**src/rtl/uart_tx_cfg.sv**
```systemverilog
// Configurable UART transmitter: start bit, DATA_BITS data bits LSB first,
// optional odd/even parity and 1 or 2 stop bits, with a registered serial output.
module uart_tx_cfg #(
   parameter int unsigned CLKS_PER_BIT = 16,
   parameter int unsigned DATA_BITS    = 8,
   parameter int unsigned PARITY       = 0,
   parameter int unsigned STOP_BITS    = 1
) (
   input  logic                 clk,
   input  logic                 reset,
   input  logic                 tx_valid,
   input  logic [DATA_BITS-1:0] tx_data,
   output logic                 tx_ready,
   output logic                 tx,
   output logic                 busy,
   output logic                 done
);

   localparam int unsigned BAUD_W = $clog2(CLKS_PER_BIT);
   localparam int unsigned BIT_W  = $clog2(DATA_BITS);

   localparam logic [BAUD_W-1:0] BAUD_LAST = BAUD_W'(CLKS_PER_BIT - 1);
   localparam logic [BIT_W-1:0]  BIT_LAST  = BIT_W'(DATA_BITS - 1);
   localparam logic              STOP_LAST = (STOP_BITS == 2);
   // Out-of-range PARITY values fall back to no parity.
   localparam bit                PAR_EN    = (PARITY == 1) || (PARITY == 2);
   localparam bit                PAR_ODD   = (PARITY == 1);

   localparam logic [2:0] ST_IDLE  = 3'd0;
   localparam logic [2:0] ST_START = 3'd1;
   localparam logic [2:0] ST_DATA  = 3'd2;
   localparam logic [2:0] ST_PAR   = 3'd3;
   localparam logic [2:0] ST_STOP  = 3'd4;

   logic [2:0]           r_state;
   logic [2:0]           w_state_d;
   logic [BAUD_W-1:0]    r_baud;
   logic [BAUD_W-1:0]    w_baud_d;
   logic [BIT_W-1:0]     r_bit;
   logic [BIT_W-1:0]     w_bit_d;
   logic                 r_stop;
   logic                 w_stop_d;
   logic [DATA_BITS-1:0] r_shift;
   logic [DATA_BITS-1:0] w_shift_d;
   logic                 r_par;
   logic                 w_par_d;
   logic                 r_tx;
   logic                 w_tx_d;
   logic                 w_baud_end;
   logic                 w_par_calc;

   assign w_baud_end = (r_baud == BAUD_LAST);
   assign w_par_calc = PAR_ODD ? ~^tx_data : ^tx_data;

   always_comb begin
      w_state_d = r_state;
      w_baud_d  = r_baud + 1'b1;
      w_bit_d   = r_bit;
      w_stop_d  = r_stop;
      w_shift_d = r_shift;
      w_par_d   = r_par;
      w_tx_d    = r_tx;

      case (r_state)
         ST_IDLE: begin
            w_baud_d = '0;
            w_bit_d  = '0;
            w_stop_d = 1'b0;
            w_tx_d   = 1'b1;
            if (tx_valid) begin
               w_shift_d = tx_data;
               w_par_d   = w_par_calc;
               w_state_d = ST_START;
               w_tx_d    = 1'b0;
            end
         end

         ST_START: begin
            if (w_baud_end) begin
               w_baud_d  = '0;
               w_state_d = ST_DATA;
               w_tx_d    = r_shift[0];
            end
         end

         ST_DATA: begin
            if (w_baud_end) begin
               w_baud_d = '0;
               if (r_bit == BIT_LAST) begin
                  w_bit_d = '0;
                  if (PAR_EN) begin
                     w_state_d = ST_PAR;
                     w_tx_d    = r_par;
                  end else begin
                     w_state_d = ST_STOP;
                     w_tx_d    = 1'b1;
                  end
               end else begin
                  // Next bit is pre-loaded so tx switches on the bit boundary edge.
                  w_bit_d   = r_bit + 1'b1;
                  w_shift_d = r_shift >> 1;
                  w_tx_d    = r_shift[1];
               end
            end
         end

         ST_PAR: begin
            if (w_baud_end) begin
               w_baud_d  = '0;
               w_state_d = ST_STOP;
               w_tx_d    = 1'b1;
            end
         end

         ST_STOP: begin
            w_tx_d = 1'b1;
            if (w_baud_end) begin
               w_baud_d = '0;
               if (r_stop == STOP_LAST) begin
                  w_stop_d  = 1'b0;
                  w_state_d = ST_IDLE;
               end else begin
                  w_stop_d = r_stop + 1'b1;
               end
            end
         end

         default: begin
            w_state_d = ST_IDLE;
            w_baud_d  = '0;
            w_bit_d   = '0;
            w_stop_d  = 1'b0;
            w_tx_d    = 1'b1;
         end
      endcase
   end

   always_ff @(posedge clk or negedge reset) begin
      if (!reset) begin
         r_state <= ST_IDLE;
         r_baud  <= '0;
         r_bit   <= '0;
         r_stop  <= 1'b0;
         r_shift <= '0;
         r_par   <= 1'b0;
         r_tx    <= 1'b1;
      end else begin
         r_state <= w_state_d;
         r_baud  <= w_baud_d;
         r_bit   <= w_bit_d;
         r_stop  <= w_stop_d;
         r_shift <= w_shift_d;
         r_par   <= w_par_d;
         r_tx    <= w_tx_d;
      end
   end

   assign tx       = r_tx;
   assign tx_ready = (r_state == ST_IDLE);
   assign busy     = ~tx_ready;
   assign done     = (r_state == ST_STOP) && w_baud_end && (r_stop == STOP_LAST);

endmodule
```
**config.mk**
```make
export PLATFORM = sky130hd
export DESIGN_NAME = uart_tx_cfg
export DESIGN_NICKNAME = d
export VERILOG_FILES = /design/src/rtl/uart_tx_cfg.sv
export SDC_FILE = /design/constraint.sdc
export NUM_CORES = 1
export LEC_CHECK = 0
export ABC_AREA = 1
export CORE_UTILIZATION = 35
export DETAILED_ROUTE_END_ITERATION = 10
export GPL_TIMING_DRIVEN = 1
export PLACE_DENSITY = 0.66
export SLEW_MARGIN = 20
export SYNTH_ARGS = -nofsm -noshare
export SYNTH_HDL_FRONTEND = slang
export SYNTH_SLANG_ARGS = --single-unit
```
**constraint.sdc**
```tcl
create_clock -name clk -period 1.4 [get_ports clk]
set_input_delay 0.14 -clock clk [delete_from_list [all_inputs] [get_ports clk]]
set_output_delay 0.14 -clock clk [all_outputs]
set_load 0.005 [all_outputs]
```
# Yosys cells after proc, flatten, opt, wreduce, memory -nomap -nowiden
# Cells that the tools add are included.
# totals
regBits	20
elab_cells	65
# classes
addsub	3
n_eq_ne	14
muxes	26
bitwise	4
reduce_logical	12
# ops
op	n
3-bit two-way mux	9
8-bit two-way mux	3
2-bit inequality test (second input constant)	8
8-bit one-hot mux with 2 select lines	1
3-bit one-hot mux with 5 select lines	1
4-bit two-way mux	2
1-bit two-way mux	7
7-bit AND reduction	1
3-bit by 2-bit == test with 1-bit output (second input constant)	2
3-bit == test (second input constant)	2
3-bit one-hot mux with 2 select lines	1
3-bit OR reduction	2
4-bit by 1-bit adder with 4-bit output (second input constant)	1
4-bit == test (second input constant)	1
1-bit NOT	4
1-bit one-hot mux with 4 select lines	1
2-bit AND reduction	2
4-bit AND reduction	1
4-bit OR reduction	1
3-bit by 1-bit adder with 3-bit output (second input constant)	1
3-bit by 1-bit == test with 1-bit output (second input constant)	1
3-bit zero test	1
3-bit AND reduction	1
1-bit logical AND	2
other kinds (3)	3

# Longest topological paths before layout
# depth
word_depth	4
depth_mapped	8
mapped_depth_nobuf	8

# Worst setup path before layout
# OpenSTA, ideal clock, no wires.
# synth_timing
path_kind	register to register
from	reg r_bit[0]
to	reg r_shift[7]
setup_ns	0.117
arrival_time_ns	1.294
slack_ns	-0.011
stages_incl_launch_ff	9
n_path_buf	0
path_cell_list	dfrtp_1 > ha_1 > ha_1 > inv_1 > nand3_2 > nand2_2 > nand2_4 > nand2_1 > o21ai_2
# synth_between
elab_chain_len	3
# synth_lines
element	line_no	text
from (decl)	39	logic [BIT_W-1:0] r_bit;
from (signal assigned)	150	r_bit <= w_bit_d;
3-bit == test	89	if (r_bit == BIT_LAST) begin
2-bit inequality test (no line)	-	
4-bit AND reduction (no line)	-	
to (signal assigned)	152	r_shift <= w_shift_d;
to (decl)	43	logic [DATA_BITS-1:0] r_shift;
# No other way between the ends.
# A chain may end at the register's enable or synchronous reset.

# Worst setup path in the final report
# layout_timing
from	reg r_baud[0]
to	reg r_state[2]
# layout_between
elab_chain_len	3
elab_cells_between_ends	6
classes_between	eq/ne (5); reduce/logical (1)
# layout_lines
element	line_no	text
from (decl)	37	logic [BAUD_W-1:0] r_baud;
from (signal assigned)	149	r_baud <= w_baud_d;
4-bit == test *	52	assign w_baud_end = (r_baud == BAUD_LAST);
2-bit inequality test (no line)	-	
7-bit AND reduction (no line) *	-	
to (signal assigned)	148	r_state <= w_state_d;
to (decl)	35	logic [2:0] r_state;
# Mark *: on every way between the ends. The rest lies on a longest branch, timed or not.

==> results.py <==
metrics = {
    "timing": {
        "finalMaxSlewViolations": 0,
        "rsz0062_at_grt": "true",
        "hold_viol": 0,
        "fin_crit_sh_pct": 107,
        "fmax_ghz": 0.669,
        "relSlewSlack_pct": 83.1,
        "worst_slew_pin_slew_ps": 254,
        "fin_worst_skew_ps": 1.30,
        "worst_slack_ps": -94.0,
        "period_minus_slack_ps": 1490,
        "setup_viol": 12,
    },
    "grt": {
        "grt_use_total_pct": 16.7,
        "grt_pass1_vias": 1050,
        "antenna_found_initial": 0,
        "grt-ovfl-total": 0,
        "grt_pass1_wl_mm": 4.31,
        "grt_max_degree": 20,
    },
    "pwr": {
        "vdd_drop_max_mv": 0.988,
        "p_leak_nw": 0.835,
        "powerDensity_mw_per_mm2": 2230,
    },
    "routing": {
        "drtIter0Drc": 40,
        "num_vias": 1092,
        "drtAntennaViolNets": 0,
        "drt-total-wl_mm": 2.61,
        "vias_per_cell": 4.71,
        "drc": 0,
        "wl_per_cell_um": 11.2,
        "first_pass_iters": 4,
    },
    "floorplan": {
        "die_h_um": 58.1,
        "die_w_um": 58.1,
        "core-area_mm2": 0.00303,
        "rows": 20,
        "io_pins": 15,
        "start_util_pct": 36.4,
        "die_area_mm2": 0.00338,
    },
    "critical_path": {
        "r2r-start": "r_baud[0]",
        "timing.rr.end": "r_state[2]",
        "cp.arrival_ps": 1730,
        "endpoint": "r_state[2]",
        "start_kind": "flop",
        "path_max_fanout": 5,
        "cp.required_ps": 1630,
        "worst_r2r_path_depth": 9,
        "cp-startpoint": "r_baud[0]",
        "regToRegSetupSlack_ps": -90,
        "end_kind": "flop",
        "critical_path_class": "flop to flop",
    },
    "clocking": {
        "clk_path_buf_depth": 2,
        "cts_hold_buf": 0,
        "cts.sinks": 19,
        "clk_pin_slew_ps": 100,
        "cts_tree": "done",
        "cts_root_buf": "clkbuf_4",
        "cts_buffers": 3,
        "clock_latency_ps": 290,
        "h-tree-depth": 1,
    },
    "place": {
        "dp.cells": 218,
        "gp_congestion": 0.883,
        "portBuffers": 14,
        "hpwl_mm": 1.81,
    },
    "synthesis": {
        "synthTopCellsByArea": "dfrtp_1, nand2_1, nand3_1, nor2_1, ha_1",
        "ys.flop_type": "dfrtp_1",
        "synth.avg_cell_area_um2": 7.76,
        "synth.top_cell.area_share_pct": 40.9,
        "netlist_area_mm2": 0.00110,
        "yosysTopAreaCell": "dfrtp_1",
        "synth_edf_count": 0,
        "synthCells": 142,
        "synth_nets": 156,
        "synth-seq-cells": 19,
        "async_flop_share_pct": 100,
        "synth_warnings": 0,
        "ys_types": 23,
        "synth_seq_area_share_pct": 43.2,
    },
    "layout": {
        "final_cells": 232,
        "finalCoreUtilization_pct": 52.9,
        "antenna-diode-count": 0,
        "drive_gt1_share_pct": 34.6,
        "nets": 203,
        "syn2layout_area_growth_pct": 45.3,
    },
    "worst_hold_path": {
        "hp-class": "primary input to async pin",
    },
    "status": {
        "status": "finished with violations",
        "failed_checks": "setup timing",
    },
    "flow_run": {
        "drv_cap": 0,
    },
}
[through the flow]
step           setup WS [ps]  hold WS [ps]  total power, mW  instance area, µm²  setup TNS (ps)
3_3_place_gp            5.35           463             2.94                1440               0
3_5_place_dp           -30.5           464             2.99                1440            -115
4_1_cts                -99.0           164             3.35                1520            -822
5_1_grt                 -194           173             3.93                1600           -2390
6_report               -94.0           166             3.58                1600            -823
2_1_floorplan           13.0          -156             2.20                1110               0
[kinds of logic after synthesis]
logic type / count (synthesis) / synth area share [%]
AO/OA/AOI/OAI: 3 / 1.70
XOR/XNOR: 1 / 0.795
adder cells (fa/ha/maj): 3 / 3.41
buffers and inverters: 12 / 5.79
flip-flops: 19 / 43.2
AND/OR/NAND/NOR: 104 / 45.1
[where the power goes]
part           total, mW  leakage, nW  internal (mW)  switching (mW)
sequential         0.959        0.242          0.794           0.165
clock              0.273       0.0150          0.111           0.163
combinational       2.34        0.578           1.09            1.26
[sequential cells by signal, summed over array words and instances, names as in the netlist]
register / flops
r_baud: 4
r_bit: 3
r_shift: 8
r_state: 3
tx: 1
[final cells by class]
class	instances	area, µm²
Multi-Input combinational cell	112	626
Sequential cell	19	477
Fill cell	288	1430
Tap cell	44	55.1
Inverter	9	36.3
Timing Repair Buffer	44	382
Clock buffer	4	26.3
[repair_timing]
| action | CTS | global route |
|---|---|---|
| gates cloned | 0 | 1 |
| buffers inserted | 4 | 5 |
| pin swaps | 4 | 10 |
| setup endpoints to repair | 15 | 19 |
| resized for setup | 13 | 18 |
[synthesized netlist by cell type, types with 2 or more instances]
cell,count
nand2_1,56
inv_1,5
nor2_1,13
inv_2,4
dfrtp_1,18
ha_1,3
nor3_1,2
nand3_1,17
nand2_4,2
nor2_4,2
o21ai_0,2
nor2_2,3
nand4_1,4
buf_6,2
[worst min path at each step]
| stage | endpoint | slack, ps | cells after the start |
|---|---|---|---|
| after global placement | r_shift[4] | 460 | 2 |
| final | r_baud[3] | 170 | 2 |
| after floorplan | r_baud[0] | -160 | 0 |
| after global routing | r_baud[3] | 170 | 2 |
| after CTS | r_baud[3] | 160 | 2 |
| after detailed placement | r_shift[0] | 460 | 2 |
[critical path: stages, from the launching register on]
cell	delay (ps)
dfrtp_1	380
ha_2	200
buf_6	110
nand2_4	50
nor2_4	140
nor2_4	60
nor2_4	210
buf_6	130
nand4_1	80
nand2_1	80
[placed cells by master, fill, tap and decap left out, types with 2 or more instances in the layout]
cell type	count
nand2_2	5
nor2_1	10
nand3_1	15
nand2_4	4
o21ai_0	2
dfrtp_1	18
buf_6	4
nor2_2	3
nand4_1	4
nor2_4	5
buf_4	25
nand3_2	3
inv_1	4
nor3_1	2
clkdlybuf4s50_1	10
inv_2	4
ha_1	2
nand2_1	51
clkbuf_4	3
[layer usage]
layer  share of wire, %  GRT usage (%)
met1                 44           20.5
met2                 52           29.7
met3                4.1           2.01
met4               0.31           6.46
met5                  0              0
Note: power is estimated with default switching activity, not from simulation.
==> patch: new RTL, config.mk and constraints unchanged <==
The parameter `CLKS_PER_BIT` goes from 16 to 32.
--- a/src/rtl/uart_tx_cfg.sv
+++ b/src/rtl/uart_tx_cfg.sv
@@ -2,5 +2,5 @@
 // optional odd/even parity and 1 or 2 stop bits, with a registered serial output.
 module uart_tx_cfg #(
-   parameter int unsigned CLKS_PER_BIT = 16,
+   parameter int unsigned CLKS_PER_BIT = 32,
    parameter int unsigned DATA_BITS    = 8,
    parameter int unsigned PARITY       = 0,
Formal check against the unedited RTL: no difference found for any inputs over 10 cycles, from zero or initial values and one cycle with reset low; that may be too few to reach the edited logic, so the function may still have changed.
==> patch against the original RTL <==
  * The run still ends with negative setup slack left
  * Sequential cell count is 1 higher
  * Wire length is 1.8% higher
  * Critical path type unchanged
  * Die area is 7.3% higher
  * Combinational power is 8% higher
  * Clock skew is 0.68 ps lower
  * Worst setup slack worse by 70 ps
  * Total power is 12% higher
  * Area after synthesis is 7.6% higher
  * Count of clock-buffer cells in the layout is 1 lower
  * Sequential power is 5% higher
  * Maximum frequency is 4.5% lower
  * Final area is 9.0% higher
==> patch: results <==
[run_status]
outcome = "complete, but fails checks"
violations = "negative setup slack"

[worst_setup_path]
crit_family = "simple AND/OR/NAND/NOR gates"
reg2reg_from = "r_baud[1]$_DFF_PN0_"
arrival_ps = 1770
cpMaxStageDelayCell = "dfrtp_1"
r2r-end = "r_state[1]$_DFFE_PN0P_"
rr_worst_depth = 10
path_class = "reg -> reg"
crit_fanout = 3
cpPeakStageDelay_ps = 400

[power]
clk-power_w = 0.000481
power.switching_w = 0.00180
p_seq_w = 0.00101
power_leakage_nw = 0.929
vdd_drop_max_uv = 730
pwr-share-seq_pct = 25.2

[global_routing]
grt_usage_pct = 16.3
grt_pass1_wl_mm = 4.34
antenna_found_initial = 0
grt_pass1_vias = 1038
grt_start_max_net_pins = 21

[finish]
layout.cells.non_filler = 236
num_antenna_cells = 0
final_layout_size_suffix_gt1_share_pct = 43.8
top_regs = "r_shift (8), r_baud (5)"
fillerInstances = 265
finalNetCount = 209

[logic_synthesis]
yosysWarnings = 0
synthTopCellsByArea = "dfrtp_1 40%, nand2_1 19%, ha_1 5.3%"
synth_cell_type_count = 24
synth_top_cells_by_count = "61 x nand2_1, 19 x dfrtp_1, 13 x inv_1, 10 x nand3_1, 8 x nor2_1"
ys_seq_area_share_pct = 42.3
synthFlopType = "dfrtp_1"
synthesis.nets = 166
synthArstFlopShare_pct = 100
synth_cells = 150

[route]
via_per_inst = 4.47
drt_iter0_drc = 25
drt_pass1_iterations = 4
wl_per_cell_um = 11.2

[placed_design]
hpwl_mm = 1.89
io_buffers = 14
gp_congestion = 0.853
dp.cells = 225
post-place-ws_ps = -208

[cts]
numCtsBuffers = 3
h-tree-depth = 1
root_buffer = "clkbuf_4"
clock_path_buffers = 2
clkTransAtPathRegs_ps = 110
clock_latency_ps = 310

[timing]
slew_headroom_pct = 82.3
setup_ws_ps = -164
setup_viol = 16
fin_worst_skew_ps = 0.624

[min_path]
holdCritPathClass = "in -> async"
==> patch: layer usage <==
layer  part of all wire (%)  GRT usage [%]  routed length (um)  vias to the layer above
li1                       -              -                   -                      545
met1                     44           19.8                1180                      490
met2                     51           27.0                1360                       15
met3                    2.1           2.60                  55                        5
met4                    2.1           9.30                  57                        0
met5                      0              0                   0                        -
==> patch: final cells by class <==
cell class / instances / area [um2] / area share (%)
Tap cell: 44 / 55.1 / 3.15
Timing Repair Buffer: 39 / 332 / 19.0
Multi-Input combinational cell: 111 / 731 / 41.9
Inverter: 18 / 72.6 / 4.16
Sequential cell: 20 / 503 / 28.8
Clock inverter: 1 / 30.0 / 1.72
Clock buffer: 3 / 22.5 / 1.29
==> patch: repair_timing <==
action / in CTS / in global routing
resized for setup: 19 / 24
buffers inserted: 3 / 4
pin swaps: 12 / 13
setup endpoints to repair: 20 / 22
hold endpoints to repair: 0 / 0
==> patch: worst register-to-register path, delay by kind of cell, from the launching register on <==
| family | cells | cell delay (ps) |
|---|---|---|
| buffers and inverters | 1 | 130 |
| adders and majority gates | 2 | 350 |
| AOI/OAI and AO/OA | 1 | 70 |
| DFF | 1 | 400 |
| and+or+nand+nor | 6 | 510 |
==> patch: logic make-up after synthesis <==
| logic type | share of synthesized area [%] |
|---|---|
| xor gates and xnor gates | 1.48 |
| AOI/OAI and AO/OA | 2.74 |
| adders and majority gates | 5.27 |
| and+or+nand+nor | 41.4 |
| buffers and inverters | 6.86 |
| DFF | 42.3 |
==> patch: through the flow <==
stage          utilization [%]  setup TNS, ps  hold slack, ps  area [um2]
3_3_place_gp              49.3          -2090             460        1540
4_1_cts                   52.6          -2080             155        1650
5_1_grt                   55.8          -3110             166        1750
3_5_place_dp              49.3          -2440             471        1540
2_1_floorplan                -         -0.984            -156        1220
6_report                  55.8          -1910             146        1750
